**src/rtl/piso_serializer.sv**
```systemverilog
// Parallel-in serial-out transmitter: accepts a WIDTH-bit word on a valid/ready
// handshake and sends it one bit per clock with a valid strobe and frame marker.
//
//   state | meaning
//   IDLE  | no word held, ready for a new word
//   SHIFT | word in transmission, cnt_q tracks the bit on sd (0..WIDTH-1)
module piso_serializer #(
    parameter int WIDTH     = 8,
    parameter bit MSB_FIRST = 1'b0
) (
    input  logic             clk,
    input  logic             rst,
    input  logic             load_valid,
    input  logic [WIDTH-1:0] load_data,
    output logic             load_ready,
    output logic             sd,
    output logic             sd_valid,
    output logic             frame_start,
    output logic             busy
);

    localparam int CW = (WIDTH > 1) ? $clog2(WIDTH) : 1;
    localparam logic [CW-1:0] LAST = CW'(WIDTH - 1);

    typedef enum logic {
        IDLE  = 1'b0,
        SHIFT = 1'b1
    } state_t;

    state_t           state_q, state_d;
    logic [WIDTH-1:0] shreg_q, shreg_d;
    logic [CW-1:0]    cnt_q, cnt_d;
    logic             sd_q, sd_d;
    logic             sd_valid_q, sd_valid_d;
    logic             frame_start_q, frame_start_d;
    logic             busy_q, busy_d;
    logic             accept;

    // The shift register keeps the next bit to send at its output end.
    function automatic logic head(input logic [WIDTH-1:0] w);
        return MSB_FIRST ? w[WIDTH-1] : w[0];
    endfunction

    function automatic logic [WIDTH-1:0] advance(input logic [WIDTH-1:0] w);
        return MSB_FIRST ? (w << 1) : (w >> 1);
    endfunction

    assign load_ready = (state_q == IDLE) || (cnt_q == LAST);
    assign accept     = load_valid && load_ready;

    always_comb begin
        state_d       = state_q;
        shreg_d       = shreg_q;
        cnt_d         = cnt_q;
        sd_d          = 1'b0;
        sd_valid_d    = 1'b0;
        frame_start_d = 1'b0;
        busy_d        = 1'b0;

        case (state_q)
            IDLE: begin
                if (accept) begin
                    state_d       = SHIFT;
                    cnt_d         = '0;
                    sd_d          = head(load_data);
                    shreg_d       = advance(load_data);
                    sd_valid_d    = 1'b1;
                    frame_start_d = 1'b1;
                    busy_d        = 1'b1;
                end
            end
            SHIFT: begin
                if (cnt_q == LAST) begin
                    // A word offered on the last bit chains into the next frame with no gap.
                    if (accept) begin
                        cnt_d         = '0;
                        sd_d          = head(load_data);
                        shreg_d       = advance(load_data);
                        sd_valid_d    = 1'b1;
                        frame_start_d = 1'b1;
                        busy_d        = 1'b1;
                    end else begin
                        state_d = IDLE;
                        cnt_d   = '0;
                        shreg_d = '0;
                    end
                end else begin
                    cnt_d      = cnt_q + CW'(1);
                    sd_d       = head(shreg_q);
                    shreg_d    = advance(shreg_q);
                    sd_valid_d = 1'b1;
                    busy_d     = 1'b1;
                end
            end
            default: begin
                state_d = IDLE;
                cnt_d   = '0;
                shreg_d = '0;
            end
        endcase
    end

    always_ff @(posedge clk or posedge rst) begin
        if (rst) begin
            state_q       <= IDLE;
            shreg_q       <= '0;
            cnt_q         <= '0;
            sd_q          <= 1'b0;
            sd_valid_q    <= 1'b0;
            frame_start_q <= 1'b0;
            busy_q        <= 1'b0;
        end else begin
            state_q       <= state_d;
            shreg_q       <= shreg_d;
            cnt_q         <= cnt_d;
            sd_q          <= sd_d;
            sd_valid_q    <= sd_valid_d;
            frame_start_q <= frame_start_d;
            busy_q        <= busy_d;
        end
    end

    assign sd          = sd_q;
    assign sd_valid    = sd_valid_q;
    assign frame_start = frame_start_q;
    assign busy        = busy_q;

endmodule

```
**config.mk**
```make
export PLATFORM = sky130hd
export DESIGN_NAME = piso_serializer
export DESIGN_NICKNAME = d
export VERILOG_FILES = /design/src/rtl/piso_serializer.sv
export SDC_FILE = /design/constraint.sdc
export NUM_CORES = 1
export LEC_CHECK = 0
export ABC_AREA = 1
export CAP_MARGIN = 20
export CORE_MARGIN = 3
export CORE_UTILIZATION = 49
export CTS_BUF_LIST = sky130_fd_sc_hd__clkbuf_4
export CTS_CLUSTER_SIZE = 16
export DETAILED_ROUTE_END_ITERATION = 10
export PLACE_DENSITY = 0.8
export SETUP_SLACK_MARGIN = 0.02
export SLEW_MARGIN = 20
export SYNTH_ARGS = -nofsm -noshare
export SYNTH_HDL_FRONTEND = slang
export SYNTH_SLANG_ARGS = --single-unit
```
**constraint.sdc**
```tcl
create_clock -name clk -period 1.4 [get_ports clk]
set_input_delay 0.42 -clock clk [delete_from_list [all_inputs] [get_ports clk]]
set_output_delay 0.42 -clock clk [all_outputs]
set_load 0.1 [all_outputs]
```
* Yosys cells after proc, flatten, opt, wreduce, memory -nomap -nowiden
Cells that the tools add are included.
Widths: inputs -> output; s select.
** Storage, ports and cells
- Register bits :: 14
- Input port bits :: 11
- Output and inout port bits :: 5
- Word-level logic and storage cells :: 26
** Operators by class
- Add/subtract/negate cells :: 1
- Equality and inequality tests :: 2
- Muxes and demuxes :: 15
- Bitwise logic cells :: 1
- Reductions and logical operators :: 2
** Operators by type and width (count)
- $mux 8 :: 2
- $pmux 8 s2 :: 1
- $mux 7 :: 1
- $mux 3 :: 2
- $pmux 1 s2 :: 3
- $pmux 3 s2 :: 1
- $mux 1 :: 5
- $add 3x1->3 const B :: 1
- $eq 3x3->1 const B :: 1
- $ne 2x2->1 const B :: 1
- $logic_and 1x1->1 :: 1
- $logic_or 1x1->1 :: 1
- $not 1->1 :: 1

* Longest topological paths before layout
Gate-level depths: netlist (run 1).
- Word-level depth :: 6
- Mapped depth :: 7
- Depth with buffers taken out :: 7

* Worst setup path before layout (run 1)
OpenSTA, ideal clock, no wires.
- Kind :: register to register
- Start :: register busy (netlist name)
- End :: register cnt_q[0]
- Setup time :: 0.105 ns
- Data arrival time :: 2.243 ns
- Data required time :: 1.295 ns
- Setup slack :: -0.948 ns
- Stages on the path, launching flop included :: 5
- Path buffers :: 2
- Clock period less this slack :: 2.348 ns
- Path through :: dfrtp_1 > buf_6 > buf_4 > nand2_1 > o21ai_0
** RTL lines
- end signal: assignment :: RTL line 115 : cnt_q <= cnt_d;
- end: declaration :: RTL line 32 : logic [CW-1:0] cnt_q, cnt_d;

* Final worst setup path (run 1)
- Start :: register cnt_q[1]
- End :: output port load_ready
** Between the ends
- Word-level cells in the longest chain between the ends :: 2
** Ends and longest elaborated chain
- $eq 3x3->1 :: RTL line 48 : assign load_ready = (state_q == IDLE) || (cnt_q == LAST);
- $logic_or 1x1->1 :: RTL line 48
- end: declaration :: RTL line 15 : output logic load_ready,
Every way passes these cells.

==> out/metrics.yaml, run 1 <==
leakage_nw: 0.554
wl_met2_um: 979
io-pin-count: 16
ys_seq_area_share_pct: 49.1
fmax_ghz: 0.558
cts_sinks: 13
die_y_um: 42.8
final_cells: 120
syn_nets: 93
drc_errors: 0
hpwlAfterDp_mm: 1.06
critPathKind: "register to output pin"
synth_most_common_cell: "nor2_1"
initial_core_util_pct: 55.8
fillers: 50
cts_buffers: 3
crit_path_start_kind: "register"
timing.rr.end: "shreg_q[1]$_DFFE_PP0P_"
seqCellArea_um2: 329
antenna_cells: 0
top_layer: "met4"
drive_above_1_share_pct: 36.8
design_area_mm2: 0.00107
grt_first_pass_wirelength_mm: 2.80
path_cells: "ha_2 > ha_4 > clkinv_4 > nand2_8 > buf_12"
slowest_stage: "dfrtp_1"
fin_crit_sh_pct: 128
hold_path.class: "primary input to asynchronous set/reset pin"
rsz0062_at_grt: "yes"
die_w_um: 42.8
first_global_vias: 645
yosys_warnings: 0
worstPathMaxFanout: 2
yosys.area.top_type: "dfrtp_1"
skew_ns: 0.00434
multi_input_area_um2: 348
synth_cells: 80
relSlewSlack_pct: 80.2
arrival_ns: 1.37
gp_congestion: 0.735
p_int_w: 0.00134
yosys-top-cells-area: "dfrtp_1, nor2_1, nand2_1"
wl_mm: 2.02
seqPwrFrac_pct: 27.3
synth.distinct_cells: 14
synth-async-reset-ratio_pct: 100
h-tree-depth: 1
dieArea_mm2: 0.00183
clkPwrFrac_pct: 10.4
cts_hold_buf: 0
combPwrFrac_pct: 62.3
io_buffer_count: 15
avgSynthCellArea_um2: 8.27
vdd_ir_drop_max_v: 0.00164
cts_tree: "built"
tightest_slew_ns: 0.296
yosys_register_bits: 13
setup_ws_ns: -0.392
clk_latency_ns: 0.29
core_mm2: 0.00119
crit_required_ns: 0.98
crit_path_end_kind: "output pin"
violations: "setup timing"
antenna_found_initial: 0
num_vias: 658
grt_max_degree: 18
drv_slew: 0
dp.cells: 112
netSwitchingFraction_pct: 47.1
tns_ns: -1.26
wl_met3_um: 151
p_per_area_mw_per_mm2: 2350
rows: 12
ff2ff_path_depth: 9
power.net_switching_w: 0.00119
avgViaCountPerCell: 5.48
hold_violations: 0
ant_nets: 0
nets: 120
cts_buffer_depth: 2
r2r-start: "cnt_q[1]$_DFFE_PP0P_"
clkTransAtPathRegs_ns: 0.08
setup_viol: 12
synth_edf_count: 0
reg2reg_setup_slack_ns: -0.17
synth_top_cells_by_count: "nor2_1, nand2_1, dfrtp_1"
ys.flop_type: "dfrtp_1"
drtIter0Drc: 31
cap_viol_max_count: 0
finalPower_w: 0.00253
drt-met1-wl_um: 788
cts-root-buf: "clkbuf_4"
drt_pass1_iterations: 4
area_growth_pct: 62.0
overflow: 0
synth_top_area_share_pct: 49.1
grt_usage_pct: 21.4
wl_per_cell_um: 16.8
slowest_delay_ns: 0.41
period_needed_ns: 1.79
place_area_um2: 928
synth_area_um2: 662
status: "finished with violations"
cell type report:
class                   instances  share of cell area (%)
flip-flops and latches         13                    30.7
repair buffers                 26                    28.2
clock buffers                   4                    2.80
multi-input cells              53                    32.4
inverters                      10                    4.20
well taps                      14                    1.63
stage by stage:
| step | utilization, % | setup WS [ns] | hold WS [ns] |
|---|---|---|---|
| after floorplan | - | -0.117 | 0.297 |
| after global placement | 78.3 | -0.190 | 0.468 |
| after detailed placement | 78.3 | -0.251 | 0.479 |
| after CTS | 84.0 | -0.339 | 0.426 |
| after global routing | 90.4 | -0.440 | 0.426 |
| final | 90.4 | -0.392 | 0.418 |
layer usage:
layer  GRT usage [%]  up-vias
met5               0        -
met1            23.2      296
met3            5.93       13
met4            14.3        0
li1                -      301
met2            35.6       48
registers in the layout, indices dropped and copies added, names as in the netlist:
register,cells
sd,1
cnt_q,3
frame_start,1
busy,1
shreg_q,7
power groups by stage:
stage                     clock network [W]  logic (W)  registers (W)
after floorplan                           0   0.000706       0.000820
after global placement                    0    0.00125       0.000648
after detailed placement                  0    0.00129       0.000669
after CTS                          0.000264    0.00138       0.000671
after global routing               0.000291    0.00167       0.000700
final                              0.000262    0.00157       0.000690
timing repair:
item                                    in CTS  in global routing
pin swaps                                    4                 10
endpoints found under the setup margin       8                 12
setup buffers                                2                  3
gates resized for setup                      6                 15
cell usage in the layout (no fill, tap or decap), drive strengths merged:
cell type | netlist | routed
a21oi | 7 | 7
a22o | 2 | 2
buf | 4 | 16
clkbuf | 0 | 4
clkdlybuf4s50 | 0 | 10
clkinv | 1 | 1
dfrtp | 13 | 13
ha | 2 | 2
inv | 9 | 9
nand2 | 15 | 15
nand3 | 7 | 7
nor2 | 19 | 19
o21ai | 1 | 1
cell families after synthesis:
group	Yosys count	share of synthesized area (%)
AOI/OAI and AO/OA	10	8.69
adders and majority gates	2	3.78
buffers and inverters	14	11.3
DFF	13	49.1
and+or+nand+nor	41	27.0
worst max path at each step:
| stage | start | to | slack, ns |
|---|---|---|---|
| 2_1_floorplan | busy$_DFF_PP0_ | load_ready | -0.12 |
| 3_3_place_gp | load_valid | shreg_q[1]$_DFFE_PP0P_ | -0.19 |
| 3_5_place_dp | load_valid | shreg_q[5]$_DFFE_PP0P_ | -0.25 |
| 4_1_cts | cnt_q[1]$_DFFE_PP0P_ | load_ready | -0.34 |
| 5_1_grt | cnt_q[0]$_DFFE_PP0P_ | load_ready | -0.44 |
| 6_report | cnt_q[1]$_DFFE_PP0P_ | load_ready | -0.39 |
critical path, delay by kind of cell, from the launching register on:
family | cells | cell delay [ns]
adder cells (fa/ha/maj) | 2 | 0.40
buffers and inverters | 2 | 0.22
flip-flops | 1 | 0.41
AND/OR/NAND/NOR | 1 | 0.05
Power figures use the tool's default switching activity.
==> run 2, diff against run 1 <==
--- a/config.mk
+++ b/config.mk
@@ -8,11 +8,12 @@
 export ABC_AREA = 1
 export CAP_MARGIN = 20
 export CORE_MARGIN = 3
-export CORE_UTILIZATION = 49
+export CORE_UTILIZATION = 46
 export CTS_BUF_LIST = sky130_fd_sc_hd__clkbuf_4
+export CTS_CLUSTER_DIAMETER = 120
 export CTS_CLUSTER_SIZE = 16
 export DETAILED_ROUTE_END_ITERATION = 10
-export PLACE_DENSITY = 0.8
+export PLACE_DENSITY = 0.76
 export SETUP_SLACK_MARGIN = 0.02
 export SLEW_MARGIN = 20
 export SYNTH_ARGS = -nofsm -noshare
==> run 2 against run 1 <==
  * Final area decreased by 2.3%
  * Largest power group unchanged
  * Critical path depth unchanged
  * The run still ends with setup timing left
  * Wire length decreased by 19%
  * Sequential cell count unchanged
  * Register-to-register slack improved by 0.10 ns
  * First-iteration DRC count decreased by 52%
  * Maximum frequency increased by 2.0%
  * Power decreased by 6.5%
  * Setup slack improved by 0.036 ns
  * Final cell count unchanged
==> out/metrics.yaml, run 2 (synthesis gave the netlist of run 1 again) <==
largest_reg_flops: 7  # unchanged
violations: "setup timing"
p_per_area_mw_per_mm2: 2250  # -4.2%
antenna_found_initial: 0  # unchanged
drive_above_1_share_pct: 31.4  # -5.4 points
area_growth_pct: 58.2
hold_violations: 0  # unchanged
period_needed_ns: 1.76  # -0.0357 ns
clkTransAtPathRegs_ns: 0.10  # +0.02 ns
core_mm2: 0.00132  # +11%
drc_errors: 0  # unchanged
nets: 119  # -0.83%
setup_ws_ns: -0.356  # +0.0357 ns
grt_usage_pct: 16.5  # -4.9 points
cts_buffer_depth: 2  # unchanged
dieArea_mm2: 0.00193  # +5.6%
die_y_um: 43.9  # +2.7%
drt-met1-wl_um: 704  # -11%
cts_buffers: 3  # unchanged
hold_path.class: "primary input to asynchronous set/reset pin"
num_vias: 624  # -5.2%
final_cells: 120  # unchanged
seqCellArea_um2: 329  # unchanged
dp.cells: 114  # +1.8%
rsz0062_at_grt: "yes"
finalPower_w: 0.00236  # -6.5%
initial_core_util_pct: 50.2  # -5.6 points
crit_path_end_kind: "output pin"
tns_ns: -0.797  # +0.461 ns
wl_met2_um: 805  # -18%
vdd_ir_drop_max_v: 0.00156  # -4.6%
ant_nets: 0  # unchanged
final_common_cell: "nor2_1"
top_layer: "met4"
critPathKind: "register to output pin"
power.net_switching_w: 0.00109  # -7.9%
cts_tree: "built"
drv_slew: 0  # unchanged
io-pin-count: 16  # unchanged
rows: 13  # +1
reg_top3: "shreg_q x7, cnt_q x3"
wl_mm: 1.64  # -19%
crit_path_start_kind: "register"
worstPathMaxFanout: 3  # +1
first_global_vias: 483  # -25%
wl_met3_um: 111  # -26%
crit_required_ns: 0.98  # about the same
cp.depth: 5  # unchanged
fin_crit_sh_pct: 125  # -2.5 points
grt_first_pass_wirelength_mm: 2.31  # -17%
fillers: 82  # +64%
cts_hold_buf: 0  # unchanged
cap_viol_max_count: 0  # unchanged
seqPwrFrac_pct: 28.8  # +1.5 points
netSwitchingFraction_pct: 46.3  # -0.73 points
avgViaCountPerCell: 5.20  # -5.2%
tightest_slew_ns: 0.287  # -0.00833 ns
top_register: "shreg_q"
wl_per_cell_um: 13.7  # -19%
ff2ff_path_depth: 8  # -1
gp_congestion: 0.746  # +1.4%
die_w_um: 43.9  # +2.7%
clk_latency_ns: 0.29  # about the same
slowest_delay_ns: 0.41  # about the same
p_int_w: 0.00127  # -5.2%
reg2reg_setup_slack_ns: -0.07  # +0.10 ns
overflow: 0  # unchanged
antenna_cells: 0  # unchanged
leakage_nw: 0.545  # -1.7%
path_buf_inv: 2  # unchanged
relSlewSlack_pct: 80.8  # +0.56 points
skew_ns: 0.0116  # +0.00730 ns
final_cell_mix: "nor2_1, nand2_1, dfrtp_1, clkdlybuf4s50_1"
arrival_ns: 1.34  # -0.03 ns
path_cells: "ha_2 > ha_4 > clkinv_4 > nand2_8 > buf_12"
io_buffer_count: 15  # unchanged
critical_path.top_delay_family: "flip-flops"
combPwrFrac_pct: 59.9  # -2.4 points
fmax_ghz: 0.569  # +2.0%
drtIter0Drc: 15  # -52%
h-tree-depth: 1  # unchanged
grt_max_degree: 16  # -2
clkPwrFrac_pct: 11.4  # +1.0 points
slowest_stage: "dfrtp_1"
hpwlAfterDp_um: 951  # -10%
status: "finished with violations"
cts_sinks: 13  # unchanged
multi_input_area_um2: 332  # -4.7%
holdWs_ns: 0.425  # +0.00676 ns
drt_pass1_iterations: 4  # unchanged
cts-root-buf: "clkbuf_4"
setup_viol: 11  # -1
pre_cts_slack_ns: -0.249  # +0.00266 ns
[run 2: worst paths after layout]
kind,startpoint,endpoint
setup / recovery,cnt_q[0]$_DFFE_PP0P_,load_ready
hold / removal,rst,busy$_DFF_PP0_
setup reg to reg,cnt_q[0]$_DFFE_PP0P_,shreg_q[6]$_DFFE_PP0P_
hold reg to reg,shreg_q[6]$_DFFE_PP0P_,shreg_q[6]$_DFFE_PP0P_
max in group asynchronous,rst,shreg_q[4]$_DFFE_PP0P_
min in group clk,shreg_q[6]$_DFFE_PP0P_,shreg_q[6]$_DFFE_PP0P_
[run 2: per-stage QoR]
step | cell area [um2] | utilization [%]
after global routing | 1050 | 79.5
final | 1050 | 79.5
after CTS | 996 | 75.6
after floorplan | 694 | -
after global placement | 937 | 71.1
after detailed placement | 937 | 71.1
[run 2: power by group through the flow]
| stage | sequential [W] | clock [W] | combinational [W] |
|---|---|---|---|
| 5_1_grt | 0.000695 | 0.000287 | 0.00150 |
| 6_report | 0.000679 | 0.000269 | 0.00141 |
| 3_5_place_dp | 0.000670 | 0 | 0.00124 |
| 4_1_cts | 0.000660 | 0.000260 | 0.00131 |
| 3_3_place_gp | 0.000662 | 0 | 0.00122 |
| 2_1_floorplan | 0.000820 | 0 | 0.000706 |
[run 2: what timing repair did]
action	in CTS	in global routing
setup endpoints to repair	11	12
gates resized for setup	5	9
hold endpoints to repair	0	0
pin swaps	3	8
buffers inserted	2	1
[run 2: routing by layer]
metal / global-route usage, % / vias up
met2: 26.5 / 24
met3: 3.73 / 4
met4: 3.61 / 0
met5: 0 / -
li1: - / 302
met1: 22.7 / 294
[run 2: final cells by class]
type                       count  share of cell area, %
multi-input combinational     53                   31.7
sequential                    13                   31.4
timing repair buffer          25                   28.2
inverter                      10                   4.06
clock buffer                   4                   2.87
tap                           15                   1.79
[run 2: worst reg2reg max path, stage by stage, from the launching register on]
cell and delay, ns:
dfrtp_1 0.38, ha_2 0.21, ha_4 0.15, clkinv_4 0.07
buf_4 0.14, buf_8 0.14, a21oi_4 0.17, nand2_1 0.09
nand2_1 0.06
==> run 3, diff against run 2 <==
--- a/config.mk
+++ b/config.mk
@@ -13,6 +13,7 @@
 export CTS_CLUSTER_DIAMETER = 120
 export CTS_CLUSTER_SIZE = 16
 export DETAILED_ROUTE_END_ITERATION = 10
+export HOLD_SLACK_MARGIN = 0.02
 export PLACE_DENSITY = 0.76
 export SETUP_SLACK_MARGIN = 0.02
 export SLEW_MARGIN = 20
==> results of run 3 <==
The final DEF is identical to that of run 2; final timing and power are the same.
